--- config.mk ---
export PLATFORM = sky130hd
export DESIGN_NAME = pc_seq_ctrl_flat
export DESIGN_NICKNAME = d
export VERILOG_FILES = /design/src/rtl/pc_seq_ctrl_if.sv /design/src/rtl/pc_seq_ctrl.sv /design/src/flat_wrapper.sv
export SDC_FILE = /design/constraint.sdc
export NUM_CORES = 1
export LEC_CHECK = 0
export CAP_MARGIN = 5
export CELL_PAD_IN_SITES_DETAIL_PLACEMENT = 1
export CELL_PAD_IN_SITES_GLOBAL_PLACEMENT = 1
export CORE_MARGIN = 8
export CORE_UTILIZATION = 30
export CTS_CLUSTER_DIAMETER = 80
export DETAILED_ROUTE_END_ITERATION = 16
export PLACE_DENSITY = 0.81
export SYNTH_ARGS = -nofsm -noshare
export SYNTH_HDL_FRONTEND = slang
export SYNTH_SLANG_ARGS = --single-unit
--- constraint.sdc ---
create_clock -name clk -period 1.9 [get_ports clk]
set_input_delay 0.38 -clock clk [delete_from_list [all_inputs] [get_ports clk]]
set_output_delay 0.38 -clock clk [all_outputs]
set_load 0.01 [all_outputs]
--- src/rtl/pc_seq_ctrl_if.sv ---
// Purpose: bundles the PC sequencer's EX-result inputs, next-PC adder link and fetch handshake.
// Latency: wiring only, no state.
// Backpressure: imem_ready carries fetch backpressure into the sequencer.
interface pc_seq_ctrl_if;
  logic        stall;
  logic        ex_valid;
  logic        ex_is_br;
  logic        ex_is_jal;
  logic        ex_is_jalr;
  logic        ex_br_taken;
  logic [31:0] npc;
  logic        imem_ready;
  logic [31:0] pc;
  logic        if_valid;
  logic [1:0]  pc_sel;
  logic        jump;
  logic        flush_if_id;
  logic        flush_id_ex;
  logic [31:0] stat_redirects;
  logic [31:0] stat_br_taken;

  // Sequencer side: owns pc and the adder selects.
  modport master (
    input  stall, ex_valid, ex_is_br, ex_is_jal, ex_is_jalr, ex_br_taken, npc, imem_ready,
    output pc, if_valid, pc_sel, jump, flush_if_id, flush_id_ex, stat_redirects, stat_br_taken
  );

  // Pipeline/adder/fetch side.
  modport slave (
    output stall, ex_valid, ex_is_br, ex_is_jal, ex_is_jalr, ex_br_taken, npc, imem_ready,
    input  pc, if_valid, pc_sel, jump, flush_if_id, flush_id_ex, stat_redirects, stat_br_taken
  );
endinterface

--- src/rtl/pc_seq_ctrl.sv ---
// Purpose: PC sequencer, predict-not-taken, flushes on EX redirect, buffers redirects while fetch blocked.
// Latency: pc updates one cycle after an accepted fetch; redirect target lands the cycle after imem_ready.
// Backpressure: pc held stable while if_valid & !imem_ready. Optional counters under BRANCH_STAT_EN.
module pc_seq_ctrl #(
  parameter logic [31:0] RESET_PC = 32'h0000_0000
) (
  input  logic          clk,
  input  logic          rst,
  pc_seq_ctrl_if.master bus
);

  typedef enum logic [1:0] {
    BOOT = 2'd0,
    RUN  = 2'd1,
    PEND = 2'd2
  } state_t;

  state_t      state;
  state_t      state_nxt;
  logic [31:0] pc_q;
  logic [31:0] pc_nxt;
  logic [31:0] pend_pc_q;
  logic [31:0] pend_pc_nxt;
  logic        pend_exit_q;
  logic        redirect;
  logic        br_taken;
  logic        jump_c;

  // The pipeline is empty in BOOT, so EX results are ignored there.
  assign br_taken = bus.ex_valid & bus.ex_is_br & bus.ex_br_taken;
  assign redirect = (state != BOOT) &
                    (bus.ex_valid & (bus.ex_is_jal | bus.ex_is_jalr) | br_taken);

  // State register plus PC, buffered redirect target and PEND-exit marker.
  always_ff @(posedge clk or posedge rst) begin
    if (rst) begin
      state       <= BOOT;
      pc_q        <= RESET_PC;
      pend_pc_q   <= 32'h0;
      pend_exit_q <= 1'b0;
    end else begin
      state       <= state_nxt;
      pc_q        <= pc_nxt;
      pend_pc_q   <= pend_pc_nxt;
      pend_exit_q <= (state == PEND) & bus.imem_ready;
    end
  end

  // Next state and next PC; a redirect always beats the load-use stall.
  always_comb begin
    state_nxt   = state;
    pc_nxt      = pc_q;
    pend_pc_nxt = pend_pc_q;
    case (state)
      BOOT: state_nxt = RUN;
      RUN: begin
        if (redirect) begin
          if (bus.imem_ready) begin
            pc_nxt = bus.npc;
          end else begin
            pend_pc_nxt = bus.npc;
            state_nxt   = PEND;
          end
        end else if (!bus.stall && bus.imem_ready) begin
          pc_nxt = bus.npc;
        end
      end
      PEND: begin
        // Younger EX result replaces the buffered target.
        if (redirect) begin
          pend_pc_nxt = bus.npc;
        end
        if (bus.imem_ready) begin
          pc_nxt    = redirect ? bus.npc : pend_pc_q;
          state_nxt = RUN;
        end
      end
      default: state_nxt = BOOT;
    endcase
  end

  // Adder selects, fetch valid and flushes; IF/ID is also killed on the first cycle after PEND.
  always_comb begin
    bus.pc_sel      = 2'b00;
    jump_c          = 1'b0;
    bus.if_valid    = (state != BOOT);
    bus.flush_id_ex = redirect & (state == RUN);
    bus.flush_if_id = (redirect & (state == RUN)) | pend_exit_q;
    if (state != BOOT) begin
      if (bus.ex_valid & bus.ex_is_jal) begin
        bus.pc_sel = 2'b01;
      end else if (bus.ex_valid & bus.ex_is_jalr) begin
        bus.pc_sel = 2'b10;
      end else if (br_taken) begin
        bus.pc_sel = 2'b11;
      end
      jump_c = br_taken;
    end
  end

  assign bus.pc   = pc_q;
  assign bus.jump = jump_c;

`ifdef BRANCH_STAT_EN
  logic [31:0] stat_redirects_q;
  logic [31:0] stat_br_taken_q;

  // Free-running event counters, wrapping at 2^32.
  always_ff @(posedge clk or posedge rst) begin
    if (rst) begin
      stat_redirects_q <= 32'h0;
      stat_br_taken_q  <= 32'h0;
    end else begin
      if (redirect) stat_redirects_q <= stat_redirects_q + 32'd1;
      if (jump_c)   stat_br_taken_q  <= stat_br_taken_q + 32'd1;
    end
  end

  assign bus.stat_redirects = stat_redirects_q;
  assign bus.stat_br_taken  = stat_br_taken_q;
`else
  assign bus.stat_redirects = 32'h0;
  assign bus.stat_br_taken  = 32'h0;
`endif

endmodule
--- src/flat_wrapper.sv ---
// flat-port wrapper written by rule: the top's interface ports become plain ports
module pc_seq_ctrl_flat 
#(
  parameter logic [31:0] RESET_PC = 32'h0000_0000
)
  (clk, rst, bus_stall, bus_ex_valid, bus_ex_is_br, bus_ex_is_jal, bus_ex_is_jalr, bus_ex_br_taken, bus_npc, bus_imem_ready, bus_pc, bus_if_valid, bus_pc_sel, bus_jump, bus_flush_if_id, bus_flush_id_ex, bus_stat_redirects, bus_stat_br_taken);
  pc_seq_ctrl_if bus_i ();
  input  logic clk;
  input  logic rst;
  input wire logic [$bits(bus_i.stall)-1:0] bus_stall;
  input wire logic [$bits(bus_i.ex_valid)-1:0] bus_ex_valid;
  input wire logic [$bits(bus_i.ex_is_br)-1:0] bus_ex_is_br;
  input wire logic [$bits(bus_i.ex_is_jal)-1:0] bus_ex_is_jal;
  input wire logic [$bits(bus_i.ex_is_jalr)-1:0] bus_ex_is_jalr;
  input wire logic [$bits(bus_i.ex_br_taken)-1:0] bus_ex_br_taken;
  input wire logic [$bits(bus_i.npc)-1:0] bus_npc;
  input wire logic [$bits(bus_i.imem_ready)-1:0] bus_imem_ready;
  output wire logic [$bits(bus_i.pc)-1:0] bus_pc;
  output wire logic [$bits(bus_i.if_valid)-1:0] bus_if_valid;
  output wire logic [$bits(bus_i.pc_sel)-1:0] bus_pc_sel;
  output wire logic [$bits(bus_i.jump)-1:0] bus_jump;
  output wire logic [$bits(bus_i.flush_if_id)-1:0] bus_flush_if_id;
  output wire logic [$bits(bus_i.flush_id_ex)-1:0] bus_flush_id_ex;
  output wire logic [$bits(bus_i.stat_redirects)-1:0] bus_stat_redirects;
  output wire logic [$bits(bus_i.stat_br_taken)-1:0] bus_stat_br_taken;
  assign bus_i.stall = bus_stall;
  assign bus_i.ex_valid = bus_ex_valid;
  assign bus_i.ex_is_br = bus_ex_is_br;
  assign bus_i.ex_is_jal = bus_ex_is_jal;
  assign bus_i.ex_is_jalr = bus_ex_is_jalr;
  assign bus_i.ex_br_taken = bus_ex_br_taken;
  assign bus_i.npc = bus_npc;
  assign bus_i.imem_ready = bus_imem_ready;
  assign bus_pc = bus_i.pc;
  assign bus_if_valid = bus_i.if_valid;
  assign bus_pc_sel = bus_i.pc_sel;
  assign bus_jump = bus_i.jump;
  assign bus_flush_if_id = bus_i.flush_if_id;
  assign bus_flush_id_ex = bus_i.flush_id_ex;
  assign bus_stat_redirects = bus_i.stat_redirects;
  assign bus_stat_br_taken = bus_i.stat_br_taken;
  pc_seq_ctrl #(.RESET_PC(RESET_PC)) u_core (.clk(clk), .rst(rst), .bus(bus_i));
endmodule
Word-level counts from Yosys, hierarchy flattened
Index checks and enable logic that the tools add are counted.

storage, ports and cells
  register bits = 67
  input port bits = 41
  output and inout bits = 102
  logic and storage cells = 48

operators by class
  eq/ne operators = 7
  mux-type cells = 18
  bitwise gates (word level) = 11
  reduce and logical (&&, ||, !) cells = 8

operators by type and width
  operator                                             count
  2-to-1 mux 32 bit                                    7
  case mux 32 bit (2 select lines)                     2
  2-to-1 mux 2 bit                                     7
  bitwise AND 1 bit                                    8
  case mux 2 bit (3 select lines)                      1
  AND reduction 3 bit                                  2
  != test 2 bit, second input constant                 2
  AND reduction 4 bit                                  1
  nonzero test 2 bit                                   2
  != test 3 x 1 -> 1 bit, second input constant        1
  != test 3 bit, second input constant                 1
  bitwise OR 1 bit                                     3
  equality test 2 x 1 -> 1 bit, second input constant  1
  equality test 2 bit, second input constant           1
  zero test 2 bit                                      1
  != test 2 x 1 -> 1 bit, second input constant        1
  logical AND 1 bit                                    1
  zero test 1 bit                                      1
  2-to-1 mux 1 bit                                     1

Depth between registers and ports, before layout
Gate-level depths: netlist of run 1.

  word-level depth = 7
  depth in mapped cells = 7
  gate-level depth less buffers = 6

Worst setup path after synthesis of run 1
OpenSTA, ideal clock, no wires.

  path type = reg2reg
  start point = register u_core.state[0]
  end point = register u_core.pc_q[0] (netlist: u_core.bus.pc[0])
  arrival time = 1.897 ns
  data required time = 1.775 ns
  slack = -0.122 ns
  cell stages (with the launch flop) = 8
  buffers on the path = 1
  period minus slack after synthesis = 2.022 ns
  cell sequence = dfrtp_1 -> inv_1 -> ha_1 -> nand2b_1 -> o21ai_2 -> buf_6 -> mux2_1 -> mux2_2

between the ends
  cells in the longest elaborated chain, start to end = 5
  elaborated cells on any way between the ends = 13
  classes of those cells = 5 x eq/ne; 4 x mux; 1 x bitwise; 3 x reduce/logical

RTL lines
  element                           line               source
  start: declaration                pc_seq_ctrl.sv:18  state_t state;
  start signal: assignment          pc_seq_ctrl.sv:42  state <= state_nxt;
  nonzero test 2 bit                pc_seq_ctrl.sv:31  assign redirect = (state != BOOT) &
  bitwise AND 1 bit                 pc_seq_ctrl.sv:31
  2-to-1 mux 32 bit                 n/a
  2-to-1 mux 32 bit                 pc_seq_ctrl.sv:73  if (bus.imem_ready) begin
  case mux 32 bit (2 select lines)  pc_seq_ctrl.sv:54  case (state)
  end signal: assignment            pc_seq_ctrl.sv:43  pc_q <= pc_nxt;
  end: declaration                  pc_seq_ctrl.sv:20  logic [31:0] pc_q;

Several ways; a longest one is shown, not always the timed one. The select of a mux whose other input is x is not followed.
A chain may end at the register's enable or synchronous reset.

Worst setup path in the final report of run 1
  start point = register u_core.state[0]
  end point = output bus_jump

between the ends
  cells in the longest elaborated chain, start to end = 2

RTL lines
  element             line                source
  nonzero test 2 bit  pc_seq_ctrl.sv:89   if (state != BOOT) begin
  2-to-1 mux 1 bit    pc_seq_ctrl.sv:89
  end: declaration    flat_wrapper.sv:21  output wire logic [$bits(bus_i.jump)-1:0] bus_jump;

Every way passes these cells.

==> reports/qor.yml, run 1 <==
cp.depth: 8
syn_inst: 273
slowest_stage: "dfrtp_1"
fmax_ghz: 0.494
critPathCaptureType: "output pin"
finalCritPeriodShare_pct: 106
dpl-instance-area_mm2: 0.00447
placementRows: 40
r2r-end: "u_core.bus.pc[25]"
fin_worst_skew_ns: 0.00574
holdWs_ns: 0.475
r2r-start: "u_core.state[0]"
vdd_drop_max_mv: 0.667
violations: "negative setup slack"
crit_fanout: 4
crit_top_cell: "buf_6"
netlist_top_cells_area: "dfrtp_1 47%, mux2_2 20%, buf_4 13%"
area_growth_syn_to_layout_pct: 52.2
via_count: 2329
clock_sinks: 67
drt_iter0_drc: 71
grt_pass1_vias: 2811
slowest_delay_ns: 0.37
rr_worst_depth: 8
diodes: 0
status: "finished, violations left"
synth_warnings: 0
timing.max_cap.violations: 0
wl_met1_um: 4090
cts_tree: "built"
fin_tns_setup_ns: -4.18
dp_slack_ns: -0.659
core_area_mm2: 0.0118
totalWireLength_um: 9920
routed-wl-met2_um: 5120
crit_start: "u_core.state[0]"
final_design_area_no_fill_mm2: 0.00542
die-area_mm2: 0.0156
rsz0062_at_grt: "yes"
clock_latency_ns: 0.32
synth_top_area_cell: "dfrtp_1"
clockBufferDepth: 2
drive_gt1_share_pct: 42.0
grt_max_degree: 68
setup_viol: 68
route.detailed.drc: 0
syn_area_per_cell_um2: 13.1
slew_viol_final: 0
grt_usage_pct: 13.0
r2r_setup_slack_ns: -0.11
start_kind: "register"
cp.arrival_ns: 1.64
numCtsBuffers: 9
io_pins: 143
critical_path.cell_chain: "inv_2, ha_4, nand2b_4, buf_6, buf_4, buf_6, nor2_4, buf_6"
port_buffers: 78
clk_pin_slew_ns: 0.05
routed-wl-met3_um: 617
dieWidth_um: 125
num-nets-final: 436
vias_per_cell: 4.30
die_h_um: 125
ys_seq_area_share_pct: 47.1
synth_edf_count: 0
netlist_area_mm2: 0.00356
cts_root_buf: "clkbuf_16"
yosys.cell_types.count: 25
worst_slack_ns: -0.123
synth_commonest_cells: "67 x dfrtp_1, 64 x buf_4, 64 x mux2_2"
antenna_left: 0
hold_path_class: "primary input to async pin"
finalHoldViolations: 0
highest_layer: "met4"
routedWlPerCell_um: 18.3
crit_family: "buffers and inverters"
start_util_pct: 30.2
p_leak_uw: 0.00253
crit_type: "register to output pin"
antenna_found_initial: 0
synth_top_area_share_pct: 47.1
h-tree-depth: 3
synth_seq_cells: 67
endpoint: "bus_jump"
synthArstFlopShare_pct: 100
cp.required_ns: 1.52
cts_hold_buf: 0
ys.flop_type: "dfrtp_1"
gp_congestion: 0.682
period_minus_slack_ns: 2.02
grt_pass1_wl_um: 16000
yosysMostFrequentCell: "dfrtp_1"
dp_hpwl_um: 6360
p_per_area_mw_per_mm2: 1760
cp_num_buf_inv: 5
globalRoute.totalOverflow: 0
dr.pass1.iters: 4
## metrics by stage
stage,cells,power [uW],utilization [%]
after floorplan,336,4700,-
after detailed placement,509,6300,37.9
after global placement,509,6120,37.9
after CTS,538,9380,44.4
final,542,9550,45.9
after global routing,542,10100,45.9
## registers in the layout, summed over array words and instances, names as in the netlist
| signal | count |
|---|---|
| u_core.bus.pc | 32 |
| u_core.state | 2 |
| u_core.pend_exit_q | 1 |
| u_core.pend_pc_q | 32 |
## cell usage in the layout, fill, tap and decap left out, types with 2 or more instances in the layout
cell type	count
buf_6	14
mux2_2	15
buf_12	11
mux2_4	72
clkbuf_16	9
o21ai_2	2
mux2_1	9
buf_16	2
buf_4	15
o31a_1	2
clkbuf_1	3
bufinv_16	2
dlygate4sd2_1	4
nor2_1	5
conb_1	64
dfrtp_1	67
clkdlybuf4s50_1	68
nor2_4	4
inv_2	2
ha_4	3
nor3_4	2
## cells by family (layout without fill, tap and decap cells)
kind of cell    count (synthesis)  count (layout)  share of synthesized area, %
flops                          67              67                          47.1
mux                            96              96                          30.3
simple gates                   18              18                          2.46
other cells                     1              64                         0.105
fa+ha+maj                       4               4                          1.40
compound gates                 10              10                          2.42
buf+inv                        77             136                          16.2
## area by class of cell
| type | count | area (um^2) |
|---|---|---|
| Multi-Input combinational cell | 192 | 1950 |
| Sequential cell | 67 | 1680 |
| Fill cell | 1265 | 6390 |
| Timing Repair Buffer | 117 | 1290 |
| Tap cell | 147 | 184 |
| Clock buffer | 13 | 250 |
| Inverter | 4 | 18.8 |
| Clock inverter | 2 | 60.1 |
## how the worst min path moves through the flow
| stage | from | endpoint | cells past startpoint |
|---|---|---|---|
| global placement | u_core.pend_pc_q[1] | u_core.pend_pc_q[1] | 1 |
| detailed placement | u_core.pend_pc_q[0] | u_core.pend_pc_q[0] | 1 |
| finish | rst | u_core.pend_pc_q[15] | 3 |
| CTS | u_core.pend_pc_q[31] | u_core.pend_pc_q[31] | 1 |
| floorplan | u_core.pend_pc_q[0] | u_core.pend_pc_q[0] | 1 |
| global route | u_core.pend_pc_q[25] | u_core.pend_pc_q[25] | 1 |
## layer usage
| layer | GRT usage, % | vias to the layer above |
|---|---|---|
| li1 | - | 1037 |
| met1 | 14.5 | 1201 |
| met2 | 22.6 | 83 |
| met3 | 4.55 | 8 |
| met4 | 3.87 | 0 |
| met5 | 0 | - |
## what timing repair did
action,4_1_cts,5_1_grt
endpoints found under the setup margin,70,69
buffers inserted,11,7
pin swaps,6,6
gates cloned,4,1
gates resized for setup,107,51
## worst min-delay path, cell delays in order
cell,delay [ns]
clkdlybuf4s50_1,0.45
clkinvlp_4,0.10
buf_12,0.28
## report_power, final
group | internal [uW] | total [uW] | switching (uW)
clock | 1180 | 1750 | 572
combinational | 3330 | 5210 | 1880
sequential | 2180 | 2590 | 411
No activity file was read; power rests on OpenSTA's default activity.
==> run 2: changes to the inputs <==
ABC_AREA = 1   (was not set)
CORE_UTILIZATION = 28   (was 30)
PLACE_DENSITY = 0.82   (was 0.81)
==> reports/qor.yml, run 2 <==
status: "finished, violations left"
violations: "negative setup slack"
port_buffers: 78
crit_family: "flip-flops"
finalCritPeriodShare_pct: 104
yosysMostFrequentCell: "nand2_1"
antenna_found_initial: 0
vias_per_cell: 4.43
drive_gt1_share_pct: 12.7
die_h_um: 132
num-nets-final: 639
clock_latency_ns: 0.33
dp_hpwl_um: 8260
clk_pin_slew_ns: 0.06
hold_path_class: "register to register"
cp_num_buf_inv: 4
power_uw: 9250
dp_slack_ns: -0.572
route.detailed.drc: 0
synth_top_area_cell: "dfrtp_1"
vdd_drop_max_mv: 0.638
syn_inst: 498
rsz0062_at_grt: "yes"
timing.max_cap.violations: 0
syn_area_per_cell_um2: 7.54
fmax_ghz: 0.507
critPathCaptureType: "output pin"
diodes: 0
synth_edf_count: 0
netlist_area_mm2: 0.00376
slew_viol_final: 0
grt_pass1_wl_um: 19600
io_pins: 143
area_growth_syn_to_layout_pct: 36.2
cp.required_ns: 1.52
crit_type: "register to output pin"
finalHoldViolations: 0
dpl-instance-area_mm2: 0.00469
clockBufferDepth: 2
netlist_top_cells_area: "dfrtp_1 45%, nand2_1 27%, buf_4 14%"
grt_pass1_vias: 3804
drt_iter0_drc: 116
numCtsBuffers: 9
antenna_left: 0
yosys.cell_types.count: 22
start_util_pct: 28.5
core_area_mm2: 0.0132
final_design_area_no_fill_mm2: 0.00511
cp.arrival_ns: 1.59
cts_tree: "built"
grt_usage_pct: 13.7
die-area_mm2: 0.0174
period_minus_slack_ns: 1.97
gp_congestion: 0.785
placementRows: 42
final_common_cell: "nand2_1"
fin_worst_skew_ns: 0.00853
worst_slack_ns: -0.0711
p_leak_uw: 0.00272
synth_seq_cells: 67
h-tree-depth: 3
cts_root_buf: "clkbuf_16"
setup_viol: 2
p_per_area_mw_per_mm2: 1810
routedWlPerCell_um: 15.8
holdWs_ns: 0.475
slowest_delay_ns: 0.40
dr.pass1.iters: 4
ys_seq_area_share_pct: 44.6
totalWireLength_um: 12200
final_cell_mix: "268 x nand2_1, 71 x clkdlybuf4s50_1, 67 x dfrtp_1"
final_util_pct: 38.8
synth_warnings: 0
grt_max_degree: 68
start_kind: "register"
via_count: 3434
clock_sinks: 67
synthArstFlopShare_pct: 100
dieWidth_um: 132
critical_path.cell_chain: "inv_2, ha_4, inv_4, nand2_2, nand2_2, inv_2, nor2_2, or2_4, buf_6"
slowest_stage: "dfrtp_1"
ys.flop_type: "dfrtp_1"
globalRoute.totalOverflow: 0
crit_fanout: 4
synth_top_area_share_pct: 44.6
synth_commonest_cells: "270 x nand2_1, 70 x buf_4, 67 x dfrtp_1"
run 2: cell count changes after synthesis, sizes merged, moves of 2 or more:
| cell | before | now |
|---|---|---|
| inv | 4 | 12 |
| mux2 | 96 | 0 |
| a21oi | 1 | 3 |
| nand2 | 2 | 271 |
| nand4 | 0 | 33 |
| nand3 | 0 | 7 |
| o21ai | 4 | 2 |
| o31a | 2 | 0 |
| buf | 73 | 84 |
| clkbuf | 0 | 6 |
| nor3 | 2 | 0 |
| and2 | 2 | 0 |
| nor2 | 9 | 3 |
run 2: what timing repair did:
action | CTS | global route
gates resized for setup | 34 | 6
setup endpoints to repair | 70 | 69
setup buffers | 3 | 1
hold endpoints to repair | 0 | 0
hold buffers | 0 | 0
cloned | 0 | 3
pin swaps | 3 | 1
run 2: through the flow:
step / std cells / setup TNS [ns]
floorplan: 561 / 0
finish: 775 / -0.0899
global route: 775 / -4.41
CTS: 771 / -0.0848
global placement: 752 / -22.30
detailed placement: 752 / -28.21
run 2: worst min-delay path: stages (launching register included):
cell and delay (ns):
dfrtp_1 0.33, nand2_1 0.05, nand2_1 0.06
run 2: where the power goes:
group | total [uW] | leakage [uW] | switching (uW) | internal [uW]
sequential | 2520 | 0.000835 | 369 | 2150
clock | 1560 | 0.000137 | 606 | 952
combinational | 5170 | 0.00175 | 2860 | 2310
run 2: layout make-up:
type	instances	area, um^2
inverter	12	51.3
clock buffer	14	264
sequential	67	1680
fill	1621	8080
timing repair buffer	112	1180
multi-input combinational	392	1710
clock inverter	2	10.0
tap	176	220
run 2: final timing paths:
| path | endpoint | slack [ns] | cells past startpoint | startpoint |
|---|---|---|---|---|
| worst max-delay path | bus_flush_if_id | -0.07 | 9 | u_core.state[0] |
| worst min-delay path | u_core.bus.pc[0] | 0.47 | 2 | u_core.bus.pc[0] |
| worst max register to register | u_core.bus.pc[6] | 0.01 | 13 | u_core.state[0] |
| worst min register to register | u_core.bus.pc[0] | 0.47 | 2 | u_core.bus.pc[0] |
| max in group asynchronous | u_core.pend_pc_q[7] | 1.07 | 3 | rst |
| min in group asynchronous | u_core.bus.pc[13] | 0.52 | 3 | rst |
run 2: kinds of logic (layout without fill, tap and decap cells):
family	count (synthesis)	in the layout	synth area share, %
AOI/OAI and AO/OA	8	8	1.23
adders and majority gates	4	4	1.33
buffers and inverters	102	140	17.7
DFF	67	67	44.6
other	1	64	0.0998
and+or+nand+nor	316	316	35.0
run 2: per-layer routing:
layer  track usage, %  vias to the layer above  wire, um
met2             24.5                       96      6340
met1             15.3                     1709      5180
li1                 -                     1617         -
met5                0                        -         0
met3             3.85                       12       562
met4             4.72                        0       162
==> run 3: changes to the inputs <==
CTS_BUF_LIST = sky130_fd_sc_hd__clkbuf_8 sky130_fd_sc_hd__clkbuf_16   (was not set)
==> reports/qor.yml, run 3 (synthesized netlist as in run 2, its figures left out) <==
status: "finished, violations left"
cts_tree: "built"
clk_pin_slew_ns: 0.06
io_pins: 143
finalHoldViolations: 0
die-area_mm2: 0.0174
r2r-start: "u_core.state[0]"
highest_layer: "met4"
globalRoute.totalOverflow: 0
drive_gt1_share_pct: 12.7
multi_input_area_mm2: 0.00171
dieWidth_um: 132
antenna_found_initial: 0
dp_hpwl_um: 8260
cp.required_ns: 1.52
worst_slack_ns: -0.0712
fin_worst_skew_ns: 0.00888
grt_pass1_vias: 3804
routedWlPerCell_um: 15.8
rsz0062_at_grt: "yes"
p_leak_uw: 0.00273
violations: "negative setup slack"
routed-wl-met2_um: 6340
gp_congestion: 0.785
totalWireLength_um: 12200
start_util_pct: 28.5
cts_hold_buf: 0
route.detailed.drc: 0
final_common_cell: "nand2_1"
core_area_mm2: 0.0132
crit_type: "register to output pin"
holdPathStages: 2
final_cell_mix: "268 x nand2_1, 71 x clkdlybuf4s50_1, 67 x dfrtp_1"
fin_tns_setup_ns: -0.0899
antenna_left: 0
nFillCells: 1621
routed-wl-met3_um: 575
grt_max_degree: 68
diodes: 0
critPathCaptureType: "output pin"
vias_per_cell: 4.43
timing.max_cap.violations: 0
vdd_drop_max_mv: 0.635
clock_sinks: 67
h-tree-depth: 3
dpl-instance-area_mm2: 0.00469
period_minus_slack_ns: 1.97
port_buffers: 78
grt_usage_pct: 13.7
final-seq-area_mm2: 0.00168
hold_path_class: "register to register"
start_kind: "register"
fmax_ghz: 0.507
clock_latency_ns: 0.33
via_count: 3435
slew_viol_final: 0
rr_worst_depth: 13
crit_fanout: 4
num-nets-final: 639
drt_iter0_drc: 116
finalCritPeriodShare_pct: 104
placementRows: 42
wl_met1_um: 5150
final_design_area_no_fill_mm2: 0.00511
grt_pass1_wl_um: 19600
numCtsBuffers: 9
dr.pass1.iters: 4
die_h_um: 132
min_from: "u_core.bus.pc[0]"
cp.arrival_ns: 1.59
clockBufferDepth: 2
crit_start: "u_core.state[0]"
cts_root_buf: "clkbuf_16"
p_per_area_mw_per_mm2: 1800
setup_viol: 2
area_growth_syn_to_layout_pct: 36.2
run 3: cell count changes in the layout (fill, tap and decap cells not counted), sizes merged:
| cell | previous run | this run |
|---|---|---|
| inv | 11 | 14 |
| clkbuf | 18 | 15 |
run 3: worst paths after layout:
path,to,slack [ns]
worst min register to register,u_core.bus.pc[0],0.47
max in group asynchronous,u_core.pend_pc_q[7],1.07
worst max-delay path,bus_flush_if_id,-0.07
worst min-delay path,u_core.bus.pc[0],0.47
worst max register to register,u_core.bus.pc[6],0.01
min in group asynchronous,u_core.bus.pc[13],0.52
run 3: where the power goes:
group	total, uW	internal (uW)	switching [uW]
Sequential	2520	2150	371
Clock	1540	936	608
Combinational	5170	2310	2850
run 3: through the flow:
| step | total power, uW | utilization, % | hold WS, ns | setup WS, ns | std cells |
|---|---|---|---|---|---|
| global route | 10000 | 38.8 | 0.504 | -0.143 | 775 |
| detailed placement | 7330 | 35.6 | 0.464 | -0.572 | 752 |
| finish | 9230 | 38.8 | 0.475 | -0.0712 | 775 |
| CTS | 9020 | 38.0 | 0.479 | -0.0767 | 771 |
| floorplan | 5170 | - | 0.449 | 0.0180 | 561 |
| global placement | 7060 | 35.6 | 0.462 | -0.512 | 752 |
run 3: final cells by class:
type / count / area share (%)
Clock inverter: 5 / 0.416
Multi-Input combinational cell: 392 / 33.4
Clock buffer: 11 / 4.94
Timing Repair Buffer: 112 / 23.1
Inverter: 12 / 1.00
Sequential cell: 67 / 32.8
Tap cell: 176 / 4.31
run 3: timing repair:
action / CTS / global route
setup buffers: 3 / 1
gates cloned: 0 / 3
pin swaps: 3 / 1
resized for setup: 34 / 6
endpoints found under the setup margin: 70 / 69
run 3: worst max-delay path, cell delays in order, from the launching register on:
cell and delay (ns):
dfrtp_1 0.40, inv_2 0.09, ha_4 0.15, inv_4 0.05
nand2_2 0.07, nand2_2 0.07, inv_2 0.05, nor2_2 0.04
or2_4 0.22, buf_6 0.12
run 3: layer usage:
layer / up-vias / global-route usage, %
li1: 1617 / -
met1: 1708 / 15.3
met2: 98 / 24.5
met3: 12 / 3.85
met4: 0 / 4.72
met5: - / 0
